$ cat config.mk
export PLATFORM = sky130hd
export DESIGN_NAME = jtag_ctap_bridge_flat
export DESIGN_NICKNAME = d
export VERILOG_FILES = /design/src/rtl/jtag_ctap_bridge_pkg.sv /design/src/rtl/jtag_ctap_bridge_if.sv /design/src/rtl/jtag_bridge_tap_fsm.sv /design/src/rtl/jtag_ctap_bridge.sv /design/src/flat_wrapper.sv
export SDC_FILE = /design/constraint.sdc
export NUM_CORES = 1
export LEC_CHECK = 0
export BUFFER_PORTS_ARGS = -buffer_cell sky130_fd_sc_hd__buf_2
export CAP_MARGIN = 5
export CORE_MARGIN = 10
export CORE_UTILIZATION = 55
export DETAILED_ROUTE_END_ITERATION = 8
export PLACE_DENSITY = 0.92
export SLEW_MARGIN = 40
export SYNTH_ARGS = -nofsm -noshare
export SYNTH_HDL_FRONTEND = slang
export SYNTH_SLANG_ARGS = --single-unit
export TNS_END_PERCENT = 100
$ cat constraint.sdc
create_clock -name jtag_clk -period 3.3 [get_ports jtag_clk]
set_clock_uncertainty 0.05 [all_clocks]
set_input_delay 0.33 -clock jtag_clk [delete_from_list [all_inputs] [get_ports jtag_clk]]
set_output_delay 0.33 -clock jtag_clk [all_outputs]
set_load 0.01 [all_outputs]
$ cat src/rtl/jtag_ctap_bridge_pkg.sv
// Shared definitions for the JTAG-to-CTAP bridge: TAP state encodings,
// TAP state decode struct, parameter defaults and small helpers.
// Optional IRQ support in the bridge is enabled by JTAG_BRIDGE_IRQ_EN.
package jtag_ctap_bridge_pkg;

  localparam int          DEF_DATA_W      = 64;
  localparam int          DEF_NUM_REGS    = 4;
  localparam int          DEF_IR_W        = 6;
  localparam logic [5:0]  DEF_IR_REG_BASE = 6'h20;
  localparam logic [5:0]  DEF_IR_IDCODE   = 6'h01;
  localparam logic [5:0]  DEF_IR_IRQ      = 6'h1F;
  localparam int          DEF_NUM_IRQ     = 8;
  localparam logic [31:0] DEF_IDCODE_VAL  = 32'h0000_0001;

  // IEEE 1149.1 conventional 4-bit TAP state encodings.
  typedef enum logic [3:0] {
    TAP_EXIT2_DR   = 4'h0,
    TAP_EXIT1_DR   = 4'h1,
    TAP_SHIFT_DR   = 4'h2,
    TAP_PAUSE_DR   = 4'h3,
    TAP_SELECT_IR  = 4'h4,
    TAP_UPDATE_DR  = 4'h5,
    TAP_CAPTURE_DR = 4'h6,
    TAP_SELECT_DR  = 4'h7,
    TAP_EXIT2_IR   = 4'h8,
    TAP_EXIT1_IR   = 4'h9,
    TAP_SHIFT_IR   = 4'hA,
    TAP_PAUSE_IR   = 4'hB,
    TAP_RUN_IDLE   = 4'hC,
    TAP_UPDATE_IR  = 4'hD,
    TAP_CAPTURE_IR = 4'hE,
    TAP_RESET      = 4'hF
  } tap_state_t;

  // One-hot decode of the states the datapath acts on.
  typedef struct packed {
    logic tlr;
    logic capture_dr;
    logic shift_dr;
    logic update_dr;
    logic capture_ir;
    logic shift_ir;
    logic update_ir;
  } tap_dec_t;

  // Register-select width; a single register still gets a 1-bit select.
  function automatic int sel_width(input int n);
    return (n > 1) ? $clog2(n) : 1;
  endfunction

  // TMS-driven successor of a TAP state.
  function automatic tap_state_t tap_next(input tap_state_t s, input logic tms);
    tap_state_t n;
    n = s;
    case (s)
      TAP_RESET:      n = tms ? TAP_RESET     : TAP_RUN_IDLE;
      TAP_RUN_IDLE:   n = tms ? TAP_SELECT_DR : TAP_RUN_IDLE;
      TAP_SELECT_DR:  n = tms ? TAP_SELECT_IR : TAP_CAPTURE_DR;
      TAP_CAPTURE_DR: n = tms ? TAP_EXIT1_DR  : TAP_SHIFT_DR;
      TAP_SHIFT_DR:   n = tms ? TAP_EXIT1_DR  : TAP_SHIFT_DR;
      TAP_EXIT1_DR:   n = tms ? TAP_UPDATE_DR : TAP_PAUSE_DR;
      TAP_PAUSE_DR:   n = tms ? TAP_EXIT2_DR  : TAP_PAUSE_DR;
      TAP_EXIT2_DR:   n = tms ? TAP_UPDATE_DR : TAP_SHIFT_DR;
      TAP_UPDATE_DR:  n = tms ? TAP_SELECT_DR : TAP_RUN_IDLE;
      TAP_SELECT_IR:  n = tms ? TAP_RESET     : TAP_CAPTURE_IR;
      TAP_CAPTURE_IR: n = tms ? TAP_EXIT1_IR  : TAP_SHIFT_IR;
      TAP_SHIFT_IR:   n = tms ? TAP_EXIT1_IR  : TAP_SHIFT_IR;
      TAP_EXIT1_IR:   n = tms ? TAP_UPDATE_IR : TAP_PAUSE_IR;
      TAP_PAUSE_IR:   n = tms ? TAP_EXIT2_IR  : TAP_PAUSE_IR;
      TAP_EXIT2_IR:   n = tms ? TAP_UPDATE_IR : TAP_SHIFT_IR;
      TAP_UPDATE_IR:  n = tms ? TAP_SELECT_DR : TAP_RUN_IDLE;
      default:        n = TAP_RESET;
    endcase
    return n;
  endfunction

  function automatic tap_dec_t tap_decode(input tap_state_t s);
    tap_dec_t d;
    d            = '0;
    d.tlr        = (s == TAP_RESET);
    d.capture_dr = (s == TAP_CAPTURE_DR);
    d.shift_dr   = (s == TAP_SHIFT_DR);
    d.update_dr  = (s == TAP_UPDATE_DR);
    d.capture_ir = (s == TAP_CAPTURE_IR);
    d.shift_ir   = (s == TAP_SHIFT_IR);
    d.update_ir  = (s == TAP_UPDATE_IR);
    return d;
  endfunction

endpackage

$ cat src/rtl/jtag_ctap_bridge_if.sv
// Pad/CTAP-side signal bundle of the JTAG-to-CTAP bridge.
// The IRQ source vector exists only when JTAG_BRIDGE_IRQ_EN is defined.
//
// Write strobe protocol: jtag_ctap_reg_wr_en is a single-cycle qualifier with
// no backpressure. While it is high, jtag_ctap_data and jtag_ctap_reg_sel are
// stable and valid, and the CTAP must accept the write in that cycle.
interface jtag_ctap_bridge_if
  import jtag_ctap_bridge_pkg::*;
#(
  parameter int DATA_W   = DEF_DATA_W,
  parameter int NUM_REGS = DEF_NUM_REGS
`ifdef JTAG_BRIDGE_IRQ_EN
  , parameter int NUM_IRQ = DEF_NUM_IRQ
`endif
);

  localparam int SEL_W = sel_width(NUM_REGS);

  logic              jtag_modesel;
  logic              jtag_datain;
  logic              jtag_dataout;
  logic              jtag_dataout_en;
  logic [DATA_W-1:0] ctap_jtag_data;
  logic [DATA_W-1:0] jtag_ctap_data;
  logic              jtag_ctap_reg_wr_en;
  logic [SEL_W-1:0]  jtag_ctap_reg_sel;
  tap_state_t        dbg_tap_state;
`ifdef JTAG_BRIDGE_IRQ_EN
  logic [NUM_IRQ-1:0] ctap_jtag_irq;

  modport master (
    output jtag_modesel, jtag_datain, ctap_jtag_data, ctap_jtag_irq,
    input  jtag_dataout, jtag_dataout_en, jtag_ctap_data,
           jtag_ctap_reg_wr_en, jtag_ctap_reg_sel, dbg_tap_state
  );

  modport slave (
    input  jtag_modesel, jtag_datain, ctap_jtag_data, ctap_jtag_irq,
    output jtag_dataout, jtag_dataout_en, jtag_ctap_data,
           jtag_ctap_reg_wr_en, jtag_ctap_reg_sel, dbg_tap_state
  );
`else
  modport master (
    output jtag_modesel, jtag_datain, ctap_jtag_data,
    input  jtag_dataout, jtag_dataout_en, jtag_ctap_data,
           jtag_ctap_reg_wr_en, jtag_ctap_reg_sel, dbg_tap_state
  );

  modport slave (
    input  jtag_modesel, jtag_datain, ctap_jtag_data,
    output jtag_dataout, jtag_dataout_en, jtag_ctap_data,
           jtag_ctap_reg_wr_en, jtag_ctap_reg_sel, dbg_tap_state
  );
`endif

endinterface

$ cat src/rtl/jtag_bridge_tap_fsm.sv
// IEEE 1149.1 16-state TAP controller. The state register and the one-hot
// decode of the datapath-relevant states are both registered, so the decode
// flags are glitch-free and aligned with the state they describe.
module jtag_bridge_tap_fsm
  import jtag_ctap_bridge_pkg::*;
(
  input  logic       clk,
  input  logic       rst,
  input  logic       tms,
  output tap_state_t state_o,
  output tap_dec_t   dec_o
);

  tap_state_t state_q, state_d;
  tap_dec_t   dec_q, dec_d;

  // Next state from TMS, plus the decode of that next state.
  always_comb begin
    state_d = tap_next(state_q, tms);
    dec_d   = tap_decode(state_d);
  end

  // State and decode registers; reset parks the TAP in Test-Logic-Reset.
  always_ff @(posedge clk) begin
    if (rst) begin
      state_q <= TAP_RESET;
      dec_q   <= tap_decode(TAP_RESET);
    end else begin
      state_q <= state_d;
      dec_q   <= dec_d;
    end
  end

  assign state_o = state_q;
  assign dec_o   = dec_q;

endmodule

$ cat src/rtl/jtag_ctap_bridge.sv
// JTAG front end bridging chip pads to the CTAP: TAP controller, IR,
// IDCODE, BYPASS and a shared DATA_W-bit CTAP shift register that serves
// NUM_REGS selectable CTAP registers.
// Define JTAG_BRIDGE_IRQ_EN to add the sticky W1C IRQ status register
// reachable through IR_IRQ; without it IR_IRQ decodes to BYPASS.
module jtag_ctap_bridge
  import jtag_ctap_bridge_pkg::*;
#(
  parameter int              DATA_W      = DEF_DATA_W,
  parameter int              NUM_REGS    = DEF_NUM_REGS,
  parameter int              IR_W        = DEF_IR_W,
  parameter logic [IR_W-1:0] IR_REG_BASE = IR_W'(DEF_IR_REG_BASE),
  parameter logic [IR_W-1:0] IR_IDCODE   = IR_W'(DEF_IR_IDCODE),
`ifdef JTAG_BRIDGE_IRQ_EN
  parameter logic [IR_W-1:0] IR_IRQ      = IR_W'(DEF_IR_IRQ),
  parameter int              NUM_IRQ     = DEF_NUM_IRQ,
`endif
  parameter logic [31:0]     IDCODE_VAL  = DEF_IDCODE_VAL
) (
  input logic               jtag_clk,
  input logic               jtag_rst,
  jtag_ctap_bridge_if.slave bus
);

  localparam int          SEL_W  = sel_width(NUM_REGS);
  localparam logic [31:0] REG_LO = 32'(IR_REG_BASE);
  localparam logic [31:0] REG_HI = REG_LO + 32'(NUM_REGS);

  tap_state_t tap_state;
  tap_dec_t   dec;

  logic [IR_W-1:0]   ir_q, ir_d;
  logic [IR_W-1:0]   ir_sr_q, ir_sr_d;
  logic [SEL_W-1:0]  sel_q, sel_d;
  logic [DATA_W-1:0] ctap_sr_q, ctap_sr_d;
  logic [31:0]       id_sr_q, id_sr_d;
  logic              byp_q, byp_d;
  logic              tdo_q, tdo_d;
  logic              tdo_en_q, tdo_en_d;
  logic              dr_ctap, dr_idcode, ir_sr_ctap;
  logic              tdi;
`ifdef JTAG_BRIDGE_IRQ_EN
  logic              dr_irq;
  logic [NUM_IRQ-1:0] irq_sr_q, irq_sr_d;
  logic [NUM_IRQ-1:0] irq_status_q, irq_status_d;
  logic [NUM_IRQ-1:0] irq_clr;
`endif

  assign tdi = bus.jtag_datain;

  jtag_bridge_tap_fsm u_tap_fsm (
    .clk     (jtag_clk),
    .rst     (jtag_rst),
    .tms     (bus.jtag_modesel),
    .state_o (tap_state),
    .dec_o   (dec)
  );

  // Instruction decode: CTAP window first, then IDCODE, then IRQ; the rest is BYPASS.
  always_comb begin
    dr_ctap    = (32'(ir_q) >= REG_LO) && (32'(ir_q) < REG_HI);
    dr_idcode  = !dr_ctap && (ir_q == IR_IDCODE);
    ir_sr_ctap = (32'(ir_sr_q) >= REG_LO) && (32'(ir_sr_q) < REG_HI);
`ifdef JTAG_BRIDGE_IRQ_EN
    dr_irq     = !dr_ctap && !dr_idcode && (ir_q == IR_IRQ);
`endif
  end

  // IR/DR datapath: capture, shift and update per decoded TAP state.
  always_comb begin
    ir_d      = ir_q;
    ir_sr_d   = ir_sr_q;
    sel_d     = sel_q;
    ctap_sr_d = ctap_sr_q;
    id_sr_d   = id_sr_q;
    byp_d     = byp_q;
    tdo_d     = 1'b0;
    tdo_en_d  = 1'b0;
`ifdef JTAG_BRIDGE_IRQ_EN
    irq_sr_d  = irq_sr_q;
`endif
    if (dec.tlr) begin
      ir_d      = IR_IDCODE;
      ir_sr_d   = '0;
      sel_d     = '0;
      ctap_sr_d = '0;
      id_sr_d   = '0;
      byp_d     = 1'b0;
`ifdef JTAG_BRIDGE_IRQ_EN
      irq_sr_d  = '0;
`endif
    end else begin
      if (dec.capture_ir) begin
        ir_sr_d = IR_W'(2'b01);
      end
      if (dec.shift_ir) begin
        tdo_d    = ir_sr_q[0];
        tdo_en_d = 1'b1;
        ir_sr_d  = {tdi, ir_sr_q[IR_W-1:1]};
      end
      if (dec.update_ir) begin
        ir_d = ir_sr_q;
        // The select only follows instructions that address a CTAP register.
        if (ir_sr_ctap) begin
          sel_d = SEL_W'(32'(ir_sr_q) - REG_LO);
        end
      end
      if (dec.capture_dr) begin
        if (dr_ctap) begin
          ctap_sr_d = bus.ctap_jtag_data;
        end else if (dr_idcode) begin
          id_sr_d = IDCODE_VAL;
`ifdef JTAG_BRIDGE_IRQ_EN
        end else if (dr_irq) begin
          irq_sr_d = irq_status_q;
`endif
        end else begin
          byp_d = 1'b0;
        end
      end
      if (dec.shift_dr) begin
        tdo_en_d = 1'b1;
        if (dr_ctap) begin
          // CTAP register shifts MSB-first, unlike the other DRs.
          tdo_d     = ctap_sr_q[DATA_W-1];
          ctap_sr_d = {ctap_sr_q[DATA_W-2:0], tdi};
        end else if (dr_idcode) begin
          tdo_d   = id_sr_q[0];
          id_sr_d = {tdi, id_sr_q[31:1]};
`ifdef JTAG_BRIDGE_IRQ_EN
        end else if (dr_irq) begin
          tdo_d    = irq_sr_q[0];
          irq_sr_d = {tdi, irq_sr_q[NUM_IRQ-1:1]};
`endif
        end else begin
          tdo_d = byp_q;
          byp_d = tdi;
        end
      end
    end
  end

`ifdef JTAG_BRIDGE_IRQ_EN
  // Sticky status: a new IRQ level in the same cycle beats a W1C clear.
  always_comb begin
    irq_clr      = (dec.update_dr && dr_irq) ? irq_sr_q : '0;
    irq_status_d = (irq_status_q & ~irq_clr) | bus.ctap_jtag_irq;
  end
`endif

  // Datapath registers; reset drops any partially shifted data.
  always_ff @(posedge jtag_clk) begin
    if (jtag_rst) begin
      ir_q         <= IR_IDCODE;
      ir_sr_q      <= '0;
      sel_q        <= '0;
      ctap_sr_q    <= '0;
      id_sr_q      <= '0;
      byp_q        <= 1'b0;
      tdo_q        <= 1'b0;
      tdo_en_q     <= 1'b0;
`ifdef JTAG_BRIDGE_IRQ_EN
      irq_sr_q     <= '0;
      irq_status_q <= '0;
`endif
    end else begin
      ir_q         <= ir_d;
      ir_sr_q      <= ir_sr_d;
      sel_q        <= sel_d;
      ctap_sr_q    <= ctap_sr_d;
      id_sr_q      <= id_sr_d;
      byp_q        <= byp_d;
      tdo_q        <= tdo_d;
      tdo_en_q     <= tdo_en_d;
`ifdef JTAG_BRIDGE_IRQ_EN
      irq_sr_q     <= irq_sr_d;
      irq_status_q <= irq_status_d;
`endif
    end
  end

  assign bus.jtag_dataout        = tdo_q;
  assign bus.jtag_dataout_en     = tdo_en_q;
  assign bus.jtag_ctap_data      = ctap_sr_q;
  assign bus.jtag_ctap_reg_sel   = sel_q;
  assign bus.jtag_ctap_reg_wr_en = dec.update_dr && dr_ctap;
  assign bus.dbg_tap_state       = tap_state;

endmodule

$ cat src/flat_wrapper.sv
// flat-port wrapper written by rule: the top's interface ports become plain ports
module jtag_ctap_bridge_flat import jtag_ctap_bridge_pkg::*;
#(
  parameter int              DATA_W      = DEF_DATA_W,
  parameter int              NUM_REGS    = DEF_NUM_REGS,
  parameter int              IR_W        = DEF_IR_W,
  parameter logic [IR_W-1:0] IR_REG_BASE = IR_W'(DEF_IR_REG_BASE),
  parameter logic [IR_W-1:0] IR_IDCODE   = IR_W'(DEF_IR_IDCODE),

  parameter logic [31:0]     IDCODE_VAL  = DEF_IDCODE_VAL
)
  (jtag_clk, jtag_rst, bus_jtag_modesel, bus_jtag_datain, bus_ctap_jtag_data, bus_jtag_dataout, bus_jtag_dataout_en, bus_jtag_ctap_data, bus_jtag_ctap_reg_wr_en, bus_jtag_ctap_reg_sel, bus_dbg_tap_state);
  jtag_ctap_bridge_if #(.DATA_W(DATA_W), .NUM_REGS(NUM_REGS)) bus_i ();
  input logic jtag_clk;
  input logic jtag_rst;
  input wire logic [$bits(bus_i.jtag_modesel)-1:0] bus_jtag_modesel;
  input wire logic [$bits(bus_i.jtag_datain)-1:0] bus_jtag_datain;
  input wire logic [$bits(bus_i.ctap_jtag_data)-1:0] bus_ctap_jtag_data;
  output wire logic [$bits(bus_i.jtag_dataout)-1:0] bus_jtag_dataout;
  output wire logic [$bits(bus_i.jtag_dataout_en)-1:0] bus_jtag_dataout_en;
  output wire logic [$bits(bus_i.jtag_ctap_data)-1:0] bus_jtag_ctap_data;
  output wire logic [$bits(bus_i.jtag_ctap_reg_wr_en)-1:0] bus_jtag_ctap_reg_wr_en;
  output wire logic [$bits(bus_i.jtag_ctap_reg_sel)-1:0] bus_jtag_ctap_reg_sel;
  output wire logic [$bits(bus_i.dbg_tap_state)-1:0] bus_dbg_tap_state;
  assign bus_i.jtag_modesel = bus_jtag_modesel;
  assign bus_i.jtag_datain = bus_jtag_datain;
  assign bus_i.ctap_jtag_data = bus_ctap_jtag_data;
  assign bus_jtag_dataout = bus_i.jtag_dataout;
  assign bus_jtag_dataout_en = bus_i.jtag_dataout_en;
  assign bus_jtag_ctap_data = bus_i.jtag_ctap_data;
  assign bus_jtag_ctap_reg_wr_en = bus_i.jtag_ctap_reg_wr_en;
  assign bus_jtag_ctap_reg_sel = bus_i.jtag_ctap_reg_sel;
  assign bus_dbg_tap_state = bus_i.dbg_tap_state;
  jtag_ctap_bridge #(.DATA_W(DATA_W), .NUM_REGS(NUM_REGS), .IR_W(IR_W), .IR_REG_BASE(IR_REG_BASE), .IR_IDCODE(IR_IDCODE), .IDCODE_VAL(IDCODE_VAL)) u_core (.jtag_clk(jtag_clk), .jtag_rst(jtag_rst), .bus(bus_i));
endmodule
# --- Word level (Yosys, flattened, before mapping) ---
# Index checks and enable logic that the tools add are counted.
classes:
  add_sub_neg: 1
  order_cmp: 4
  n_eq_ne: 23
  n_mux: 37
  n_reduce_logical: 12
ops:
  columns: ["cell", "count"]
  rows:
  - ["64-bit 2-to-1 mux", 4]
  - ["32-bit 2-to-1 mux", 6]
  - ["4-bit equality test (second input constant)", 12]
  - ["4-bit case mux with 12 select lines", 1]
  - ["4-bit by 3-bit equality test with 1-bit output (second input constant)", 6]
  - ["1-bit 2-to-1 mux", 13]
  - ["4-bit by 2-bit equality test with 1-bit output (second input constant)", 3]
  - ["6-bit >= comparator (second input constant)", 2]
  - ["6-bit less-than comparator (second input constant)", 2]
  - ["2-bit 2-to-1 mux", 6]
  - ["3-bit 2-to-1 mux", 4]
  - ["6-bit 2-to-1 mux", 2]
  - ["6-bit by 1-bit equality test with 1-bit output (second input constant)", 1]
  - ["2-bit OR reduction", 3]
  - ["4-bit by 1-bit equality test with 1-bit output (second input constant)", 1]
  - ["1-bit logical AND", 4]
  - ["4-bit logical NOT", 1]
  - ["4-bit 2-to-1 mux", 1]
  - ["3-bit OR reduction", 1]
  - ["2-bit AND reduction", 1]
  - ["2-bit nonzero test", 1]
  - ["2-bit by 1-bit subtractor with 2-bit output (second input constant)", 1]
  - ["1-bit logical NOT", 1]
totals:
  regBits: 124
  output_inout_bits: 73

# --- Logic depth before layout (Yosys ltp) ---
# Gate-level depths: netlist of run 1.
logic_depth:
  ltp_word: 10
  mapped_depth: 6
  depth_no_buf: 4

# --- Hierarchy ---
# A second synthesis of run 1 with hierarchy kept.
unflattened:
  hier_cells: 597
  area_unflattened_um2: 4924.7
by_module_without_submodules:
  columns: ["mod", "instances", "cells_per_inst", "area_each_um2", "seq_area_each_um2"]
  rows:
  - ["jtag_ctap_bridge", 1, 548, 4465.5, 2262.2]
  - ["jtag_bridge_tap_fsm", 1, 49, 459.2, 220.2]

# --- Worst setup path before layout of run 1 ---
# No wires, ideal clock.
synth_path:
  path_kind: "register to register"
  start: "register u_core.u_tap_fsm.state_q[0] (netlist: u_core.u_tap_fsm.state_o[0])"
  end: "register u_core.u_tap_fsm.dec_q (netlist bit u_core.u_tap_fsm.dec_o[6])"
  setup_time_ps: 116
  arrival_time_ps: 1328
  t_required_ps: 3134
  slack_ps: 1806
  path_stages_with_launch: 6
  n_path_buf: 1
  path_cell_list: "dfxtp_1 > clkbuf_1 > nand2_1 > a21o_1 > a221o_1 > and4_1"
synth_via:
  elab_chain_cells: 4
  word_cells_on_any_way: 21
  cone_classes: "16 x eq/ne; 1 x mux; 4 x reduce/logical"
synth_rtl:
  columns: ["item", "line", "text"]
  rows:
  - ["from (decl)", "jtag_bridge_tap_fsm.sv:14", "tap_state_t state_q, state_d;"]
  - ["from (signal assigned)", "jtag_bridge_tap_fsm.sv:29", "state_q <= state_d;"]
  - ["4-bit equality test (tied with other cells)", "jtag_ctap_bridge_pkg.sv:55", "case (s)"]
  - ["3-bit OR reduction (no line) or 2-bit OR reduction (tied branches)", null, null]
  - ["4-bit case mux with 12 select lines (*)", "jtag_ctap_bridge_pkg.sv:55", null]
  - ["4-bit equality test (*)", "jtag_ctap_bridge_pkg.sv:80", "d.tlr = (s == TAP_RESET);"]
  - ["to (signal assigned)", "jtag_bridge_tap_fsm.sv:27", "dec_q <= tap_decode(TAP_RESET);"]
  - ["to (decl)", "jtag_bridge_tap_fsm.sv:15", "tap_dec_t dec_q, dec_d;"]
# Every way passes the cells marked *; elsewhere a longest branch is shown, timed or not.
# A chain may end at the register's enable or synchronous reset.

# --- Final worst setup path of run 1 ---
layout_path:
  start: "register u_core.ir_q[2]"
  end: "register u_core.ctap_sr_q[10] (netlist: u_core.bus.jtag_ctap_data[10])"
layout_via:
  elab_chain_cells: 6
  word_cells_on_any_way: 7
  cone_classes: "2 x order compare; 4 x mux; 1 x reduce/logical"
layout_rtl:
  columns: ["item", "line", "text"]
  rows:
  - ["from (decl)", "jtag_ctap_bridge.sv:32", "logic [IR_W-1:0] ir_q, ir_d;"]
  - ["from (signal assigned)", "jtag_ctap_bridge.sv:167", "ir_q <= ir_d;"]
  - ["6-bit >= comparator or 6-bit less-than comparator (tied branches)", "jtag_ctap_bridge.sv:61", "dr_ctap = (32'(ir_q) >= REG_LO) && (32'(ir_q) < REG_HI);"]
  - ["1-bit logical AND (*)", "jtag_ctap_bridge.sv:61", null]
  - ["64-bit 2-to-1 mux", "jtag_ctap_bridge.sv:109", "if (dr_ctap) begin"]
  - ["64-bit 2-to-1 mux", "jtag_ctap_bridge.sv:108", "if (dec.capture_dr) begin"]
  - ["64-bit 2-to-1 mux", "jtag_ctap_bridge.sv:123", "if (dr_ctap) begin"]
  - ["64-bit 2-to-1 mux (*)", "jtag_ctap_bridge.sv:121", "if (dec.shift_dr) begin"]
  - ["to (signal assigned)", "jtag_ctap_bridge.sv:170", "ctap_sr_q <= ctap_sr_d;"]
  - ["to (decl)", "jtag_ctap_bridge.sv:35", "logic [DATA_W-1:0] ctap_sr_q, ctap_sr_d;"]
# Marks and branches as above.

==> summary.txt, run 1 <==
Layout
  – ANT cells: 0
  – Multi-input combinational cell area: 2140 sq um
  – Final instance area: 6140 sq um
  – Most frequent cells in the layout: 140 x buf_2, 137 x nand2_1, 124 x dfxtp_1
  – Nets: 772
  – Finished Layout Cells: 824
  – Commonest non-fill, non-tap cell in the layout: buf_2
  – Share of layout cells above drive strength 1: 25.6%
  – Fill cells: 589
  – FF+latch area: 2480 sq um
  – Area growth syn-to-layout: 27.3%
  – Post-layout util: 71.2%

Critical path
  – Critical Path Slowest Stage Cell: buf_4
  – Worst Path Max Fanout: 52
  – Reg2reg end: u_core.bus.jtag_ctap_data[10]
  – Reg2reg path depth: 5
  – Crit Path Category: flip-flop to flip-flop
  – CP max stage delay: 0.49 ns
  – CP top delay family: simple AND/OR/NAND/NOR gates
  – Crit Reg-Reg Startpoint: u_core.ir_q[2]
  – WP depth: 5
  – Crit. End Element: flip-flop
  – WP data arrival: 2.59 ns
  – Setup crit start: u_core.ir_q[2]
  – Worst setup path end: u_core.bus.jtag_ctap_data[10]
  – Reg2reg setup slack: 1.09 ns
  – Worst path buffer plus inverter count: 1
  – CP Launch Type: flip-flop
  – Worst-path cell chain: nor4b_4 -> and2_2 -> buf_4 -> nand2_1 -> a31oi_1
  – WP data required: 3.67 ns

Timing
  – Max Slew Vio Count: 0
  – Setup_tns: 0 ns
  – Slew @ Worst Pin: 0.801 ns
  – Final setup violation count: 0
  – Fmax: 452 MHz
  – Crit path time final: 2.21 ns
  – Final Hold Viols: 0
  – RSZ-0062 raised after global routing: no
  – Final period utilization: 67.1%
  – Worst relative slew slack: 46.5%

Synth
  – Distinct cells, synth: 33
  – Synthesis Warnings: 0
  – Mapped Nets: 658
  – Post-synth top area share: 51.4%
  – #FFs+latches synth: 124
  – FFs w/ async S/R, synth: 0%
  – Post-synth EDFFs: 0
  – Biggest area consumer among synthesized cells: dfxtp_1
  – Gate Count Post-Synth: 590
  – Synth Area per Inst: 8.18 sq um
  – Synthesized cell area: 4830 sq um
  – Area contributors post-synth: dfxtp_1 51%, nand2_1 11%, a31oi_1 8.4%, o21ai_0 6.7%, a22oi_1 4.8%
  – Seq/Total Area, Yosys: 51.4%
  – Predominant post-synthesis flop cell: dfxtp_1

Clock tree
  – Clock latency on the worst-skew pair: 0.52 ns
  – CTS Sinks: 124
  – Resized cells post-CTS: 0
  – Worst-path clk slew: 0.06 ns
  – TritonCTS Buffers: 17
  – # Post-CTS Setup Buffers: 0
  – CTS root buffer: clkbuf_8
  – Maximum buffer depth of the clock tree: 2
  – H-Tree Depth: 4
  – Hold_buf cts: 0
  – TritonCTS clock tree: done

Die
  – Die ar.: 12900 sq um
  – DIE HEIGHT: 114 um
  – Core area: 8640 sq um
  – I/O Pins: 141
  – Die Wd: 114 um
  – # rows: 34
  – Starting density of the core: 55.9%

Drt
  – Antenna viol nets, final: 0
  – Drt via density: 5.83
  – Via Count: 4807
  – Drt wl/cell: 17.4 um
  – DRT Pass-1 Iters: 5
  – WL final: 14400 um
  – Detailed Route Iter0 Violations: 447
  – Drc violations: 0

Power
  – Comb power frac: 5.8%
  – Leakage power: 2.38 nW
  – P_int: 2.95 mW
  – Clock power frac: 53.3%
  – Reg power frac: 40.9%
  – Power per Cell Area: 610 nW/um^2
  – Switching Fraction: 21.2%
  – VDD IR max: 392 uV
  – Psw: 0.794 mW
  – Power, Total: 3.75 mW

Global routing
  – GRT Util Overall: 21.7%
  – Vias in the first global route: 4730
  – Initial antenna violation count: 0
  – Gr ovfl total: 0
  – First-pass GRT wire length: 23100 um
  – Pin count of the biggest net entering global routing: 78

Place
  – Global placer's final weighted congestion: 0.849
  – Placement Cell Area: 5510 sq um
  – Hpwl dp: 9250 um
  – Dpl cells: 793
  – Number of port buffers: 140

Run status
  – Status: finished clean

Run
  – Max cap viols: 0

Min path
  – Min-delay worst type: primary input to flip-flop
[stage by stage]
| stage | hold slack, ns | worst slack [ns] |
|---|---|---|
| finish | 0.0181 | 1.09 |
| global placement | 0.394 | 1.25 |
| detailed placement | 0.401 | 1.18 |
| floorplan | 0.383 | 1.81 |
| CTS | 0.00657 | 1.11 |
| global route | 0.0176 | 0.959 |
[sequential cells by signal, summed over array words and instances, names as in the netlist]
register,flops
u_core.bus.jtag_ctap_reg_sel,2
u_core.ir_q,6
u_core.byp_q,1
u_core.bus.jtag_dataout,1
u_core.bus.jtag_dataout_en,1
u_core.u_tap_fsm.dec_o,7
u_core.ir_sr_q,6
u_core.id_sr_q,32
u_core.bus.jtag_ctap_data,64
u_core.u_tap_fsm.state_o,4
[cell usage after synthesis, drive strengths merged (2+ instances only)]
master / count
a31oi: 65
clkbuf: 39
a21oi: 12
nand2b: 2
dfxtp: 124
buf: 12
nor2: 54
nor4b: 3
nand3b: 2
or2: 2
nor3: 4
a22oi: 31
nand2: 139
and4: 3
nor3b: 6
nor2b: 2
inv: 4
mux2i: 7
o21ai: 65
and2: 2
nand3: 4
[routing by layer]
layer | wire length (um) | GRT usage [%] | vias to the layer above
li1 | - | - | 2283
met1 | 5700 | 24.7 | 2258
met2 | 6900 | 34.4 | 228
met3 | 1350 | 9.08 | 38
met4 | 413 | 10.3 | 0
met5 | 0 | 0 | -
[worst min path at each step]
stage / start / endpoint / cells past startpoint
floorplan: u_core.ir_q[0] / u_core.ir_q[0] / 2
global placement: u_core.bus.jtag_ctap_reg_sel[1] / u_core.bus.jtag_ctap_reg_sel[1] / 2
detailed placement: u_core.bus.jtag_ctap_reg_sel[0] / u_core.bus.jtag_ctap_reg_sel[0] / 2
CTS: bus_ctap_jtag_data[3] / u_core.bus.jtag_ctap_data[3] / 3
global route: bus_ctap_jtag_data[3] / u_core.bus.jtag_ctap_data[3] / 3
finish: bus_ctap_jtag_data[39] / u_core.bus.jtag_ctap_data[39] / 3
[power groups by stage]
stage | Sequential [mW] | Combinational, mW | Clock [mW]
CTS | 1.53 | 0.213 | 2.01
global placement | 1.56 | 0.200 | 0
global route | 1.53 | 0.240 | 2.08
floorplan | 1.55 | 0.136 | 0
finish | 1.53 | 0.218 | 2.00
detailed placement | 1.56 | 0.208 | 0
[worst reg2reg max path, cell delays in order (launching register included)]
cell and delay (ns):
dfxtp_1 0.35, nor4b_4 0.47, and2_2 0.37, buf_4 0.49
nand2_1 0.16, a31oi_1 0.24
[logic make-up (layout without fill, tap and decap cells)]
| family | after synthesis | count (layout) | synth area share, % |
|---|---|---|---|
| and+or+nand+nor | 224 | 224 | 19.8 |
| AOI/OAI and AO/OA | 180 | 180 | 22.4 |
| muxes | 7 | 7 | 1.45 |
| buffers and inverters | 55 | 181 | 4.92 |
| DFF | 124 | 124 | 51.4 |
[cell type report]
| class | instances | area share (%) |
|---|---|---|
| Sequential cell | 124 | 40.4 |
| Multi-Input combinational cell | 411 | 34.8 |
| Timing Repair Buffer | 146 | 12.1 |
| Clock buffer | 24 | 7.66 |
| Clock inverter | 7 | 2.61 |
| Tap cell | 108 | 2.20 |
| Inverter | 4 | 0.244 |
Note: power is estimated with default switching activity, not from simulation.
==> inputs of run 2 (changes only) <==
--- a/config.mk
+++ b/config.mk
@@ -5,12 +5,13 @@
 export SDC_FILE = /design/constraint.sdc
 export NUM_CORES = 1
 export LEC_CHECK = 0
+export ABC_AREA = 1
 export BUFFER_PORTS_ARGS = -buffer_cell sky130_fd_sc_hd__buf_2
 export CAP_MARGIN = 5
 export CORE_MARGIN = 10
-export CORE_UTILIZATION = 55
+export CORE_UTILIZATION = 53
 export DETAILED_ROUTE_END_ITERATION = 8
-export PLACE_DENSITY = 0.92
+export PLACE_DENSITY = 0.88
 export SLEW_MARGIN = 40
 export SYNTH_ARGS = -nofsm -noshare
 export SYNTH_HDL_FRONTEND = slang
==> constraint.sdc (replaced) <==
create_clock -name jtag_clk -period 2.3 [get_ports jtag_clk]
set_clock_uncertainty 0.05 [all_clocks]
set_input_delay 0.23 -clock jtag_clk [delete_from_list [all_inputs] [get_ports jtag_clk]]
set_output_delay 0.23 -clock jtag_clk [all_outputs]
set_load 0.01 [all_outputs]
==> run 2 against run 1 <==
  * Utilization decreased by 5.1 points
  * Combinational power increased to 4.0 times the previous value
  * First-iteration DRC count rose by 30%
  * Highest routed layer unchanged
==> summary.txt, run 2 <==
Die
  – Die Wd: 122 um
  – Starting density of the core: 54.0%
  – # rows: 37
  – Core area: 10300 sq um
  – I/O Pins: 141
  – Die ar.: 15000 sq um
  – DIE HEIGHT: 122 um

Critical path
  – Crit Path Category: flip-flop to flip-flop
  – CP Launch Type: flip-flop
  – Reg2reg end: u_core.id_sr_q[6]
  – Worst Path Max Fanout: 46
  – WP data arrival: 2.08 ns
  – WP data required: 2.64 ns
  – Reg2reg path depth: 7
  – Worst setup path end: u_core.id_sr_q[6]
  – Setup crit start: u_core.ir_q[2]
  – Reg2reg setup slack: 0.56 ns
  – Crit Reg-Reg Startpoint: u_core.ir_q[2]
  – Crit. End Element: flip-flop

Synth
  – FFs w/ async S/R, synth: 0%
  – Mapped Nets: 836
  – Post-synth top area share: 44.7%
  – Seq/Total Area, Yosys: 44.7%
  – Synth Area per Inst: 7.23 sq um
  – Synthesis Warnings: 0
  – Synth cell count leaders: 141 x nand2_1, 141 x nand3_1, 124 x dfxtp_1
  – Synthesized cell area: 5550 sq um
  – Distinct cells, synth: 24
  – #FFs+latches synth: 124
  – Biggest area consumer among synthesized cells: dfxtp_1
  – Predominant post-synthesis flop cell: dfxtp_1
  – Post-synth EDFFs: 0
  – Gate Count Post-Synth: 768
  – Area contributors post-synth: dfxtp_1 45%, nand3_1 13%, nand2_1 9.5%, o211ai_1 8.8%, inv_1 7.9%

Global routing
  – Initial antenna violation count: 0
  – First-pass GRT wire length: 23400 um
  – Vias in the first global route: 4915
  – GRT Util Overall: 18.7%
  – Pin count of the biggest net entering global routing: 65
  – Gr ovfl total: 0

Power
  – Comb power frac: 15.8%
  – Switching Fraction: 29.9%
  – Reg power frac: 42.6%
  – Power per Cell Area: 815 nW/um^2
  – Leakage power: 3.52 nW
  – Clock power frac: 41.6%
  – Psw: 1.65 mW
  – P_int: 3.88 mW
  – VDD IR max: 703 uV

Timing
  – Fmax: 575 MHz
  – Final Hold Viols: 0
  – Final setup violation count: 0
  – Worst relative slew slack: 55.7%
  – Max Slew Vio Count: 0
  – Slew @ Worst Pin: 0.664 ns
  – Crit path time final: 1.74 ns
  – RSZ-0062 raised after global routing: no
  – Final period utilization: 75.6%
  – Setup_tns: 0 ns
  – Final Worst Setup Slack: 0.561 ns

Clock tree
  – H-Tree Depth: 4
  – TritonCTS clock tree: done
  – CTS Sinks: 124
  – Resized cells post-CTS: 0
  – Maximum buffer depth of the clock tree: 2
  – Hold_buf cts: 2
  – TritonCTS Buffers: 17
  – CTS root buffer: clkbuf_8
  – # Post-CTS Setup Buffers: 0
  – Clock latency on the worst-skew pair: 0.51 ns
  – Worst-path clk slew: 0.06 ns

Drt
  – Drt wl/cell: 13.8 um
  – Antenna viol nets, final: 0
  – WL final: 14300 um
  – Via Count: 5446
  – Detailed Route Iter0 Violations: 581
  – Drc violations: 0
  – DRT Pass-1 Iters: 6
  – Drt via density: 5.26

Layout
  – Commonest non-fill, non-tap cell in the layout: nand3_1
  – Nets: 956
  – Share of layout cells above drive strength 1: 21.1%
  – Multi-input combinational cell area: 2330 sq um
  – Area growth syn-to-layout: 22.3%
  – Largest register FFs: 64
  – Fill cells: 903
  – Finished Layout Cells: 1036
  – Most frequent cells in the layout: 141 x nand3_1, 140 x buf_2, 139 x nand2_1
  – ANT cells: 0
  – FF+latch area: 2480 sq um

Place
  – Number of port buffers: 140
  – Hpwl dp: 9650 um
  – Dpl cells: 1003
  – Global placer's final weighted congestion: 0.859
  – Placement Setup Slack: 0.594 ns

Min path
  – Hold wc startpoint: bus_ctap_jtag_data[11]
  – Min-delay worst type: primary input to flip-flop

Run status
  – Status: finished clean

Run
  – Max cap viols: 0
[run 2: changes by cell type after synthesis, moves of 7 or more]
cell,change
inv_1,+113
a22oi_1,-31
o21ai_1,+12
mux2i_1,-7
a31oi_1,-65
o211ai_1,+65
buf_6,+10
o21ai_0,-34
clkbuf_1,-25
nand3_1,+137
buf_2,+17
[run 2: worst min-delay path by stage]
stage / end / slack (ns) / cells after the start
6_report: u_core.bus.jtag_ctap_data[11] / 0.03 / 5
5_1_grt: u_core.bus.jtag_ctap_data[54] / 0.06 / 5
4_1_cts: u_core.bus.jtag_ctap_data[54] / 0.02 / 5
3_5_place_dp: u_core.ir_q[1] / 0.41 / 2
3_3_place_gp: u_core.ir_sr_q[0] / 0.41 / 2
2_1_floorplan: u_core.ir_sr_q[5] / 0.32 / 2
[run 2: metal layers]
layer  part of all wire (%)  vias to the layer above  track usage [%]  routed length [um]
met5                      0                        -                0                   0
met4                    1.6                        0             7.22                 226
met3                    8.5                       23             5.00                1210
met2                     47                      188             29.8                6680
met1                     43                     2489             23.6                6180
li1                       -                     2746                -                   -
[run 2: area by class of cell]
class                           count  share of cell area [%]
Sequential cell                   124                    36.6
Clock inverter                     12                    1.11
Timing Repair Buffer              153                    12.4
Multi-Input combinational cell    474                    34.3
Inverter                          118                    6.53
Clock buffer                       19                    6.51
Tap cell                          136                    2.51
[run 2: cells by family after synthesis]
| group | count (synthesis) | synth area share [%] |
|---|---|---|
| and+or+nand+nor | 349 | 27.2 |
| buffers and inverters | 170 | 13.7 |
| DFF | 124 | 44.7 |
| AOI/OAI and AO/OA | 125 | 14.4 |
[run 2: power groups by stage]
stage	Sequential, mW	Combinational (mW)	Clock [mW]
floorplan	2.38	0.628	0
global placement	2.39	0.839	0
detailed placement	2.40	0.860	0
CTS	2.35	0.872	2.34
global route	2.37	1.00	2.45
finish	2.36	0.876	2.30
[run 2: metrics by stage]
stage          instance area, sq um  hold slack, ns  power [mW]  utilization, %
3_5_place_dp                   6250           0.405        3.26            60.8
3_3_place_gp                   6250           0.405        3.23            60.8
5_1_grt                        6780          0.0564        5.82            66.0
2_1_floorplan                  5550           0.320        3.00               -
4_1_cts                        6780          0.0184        5.56            66.0
6_report                       6780          0.0320        5.53            66.0
[run 2: critical path, stage by stage (launching register included)]
cell	delay, ns
dfxtp_1	0.31
nor2_1	0.17
nand3_2	0.23
nor2_4	0.34
buf_12	0.25
nand2_1	0.09
o21ai_0	0.10
nor2_1	0.07
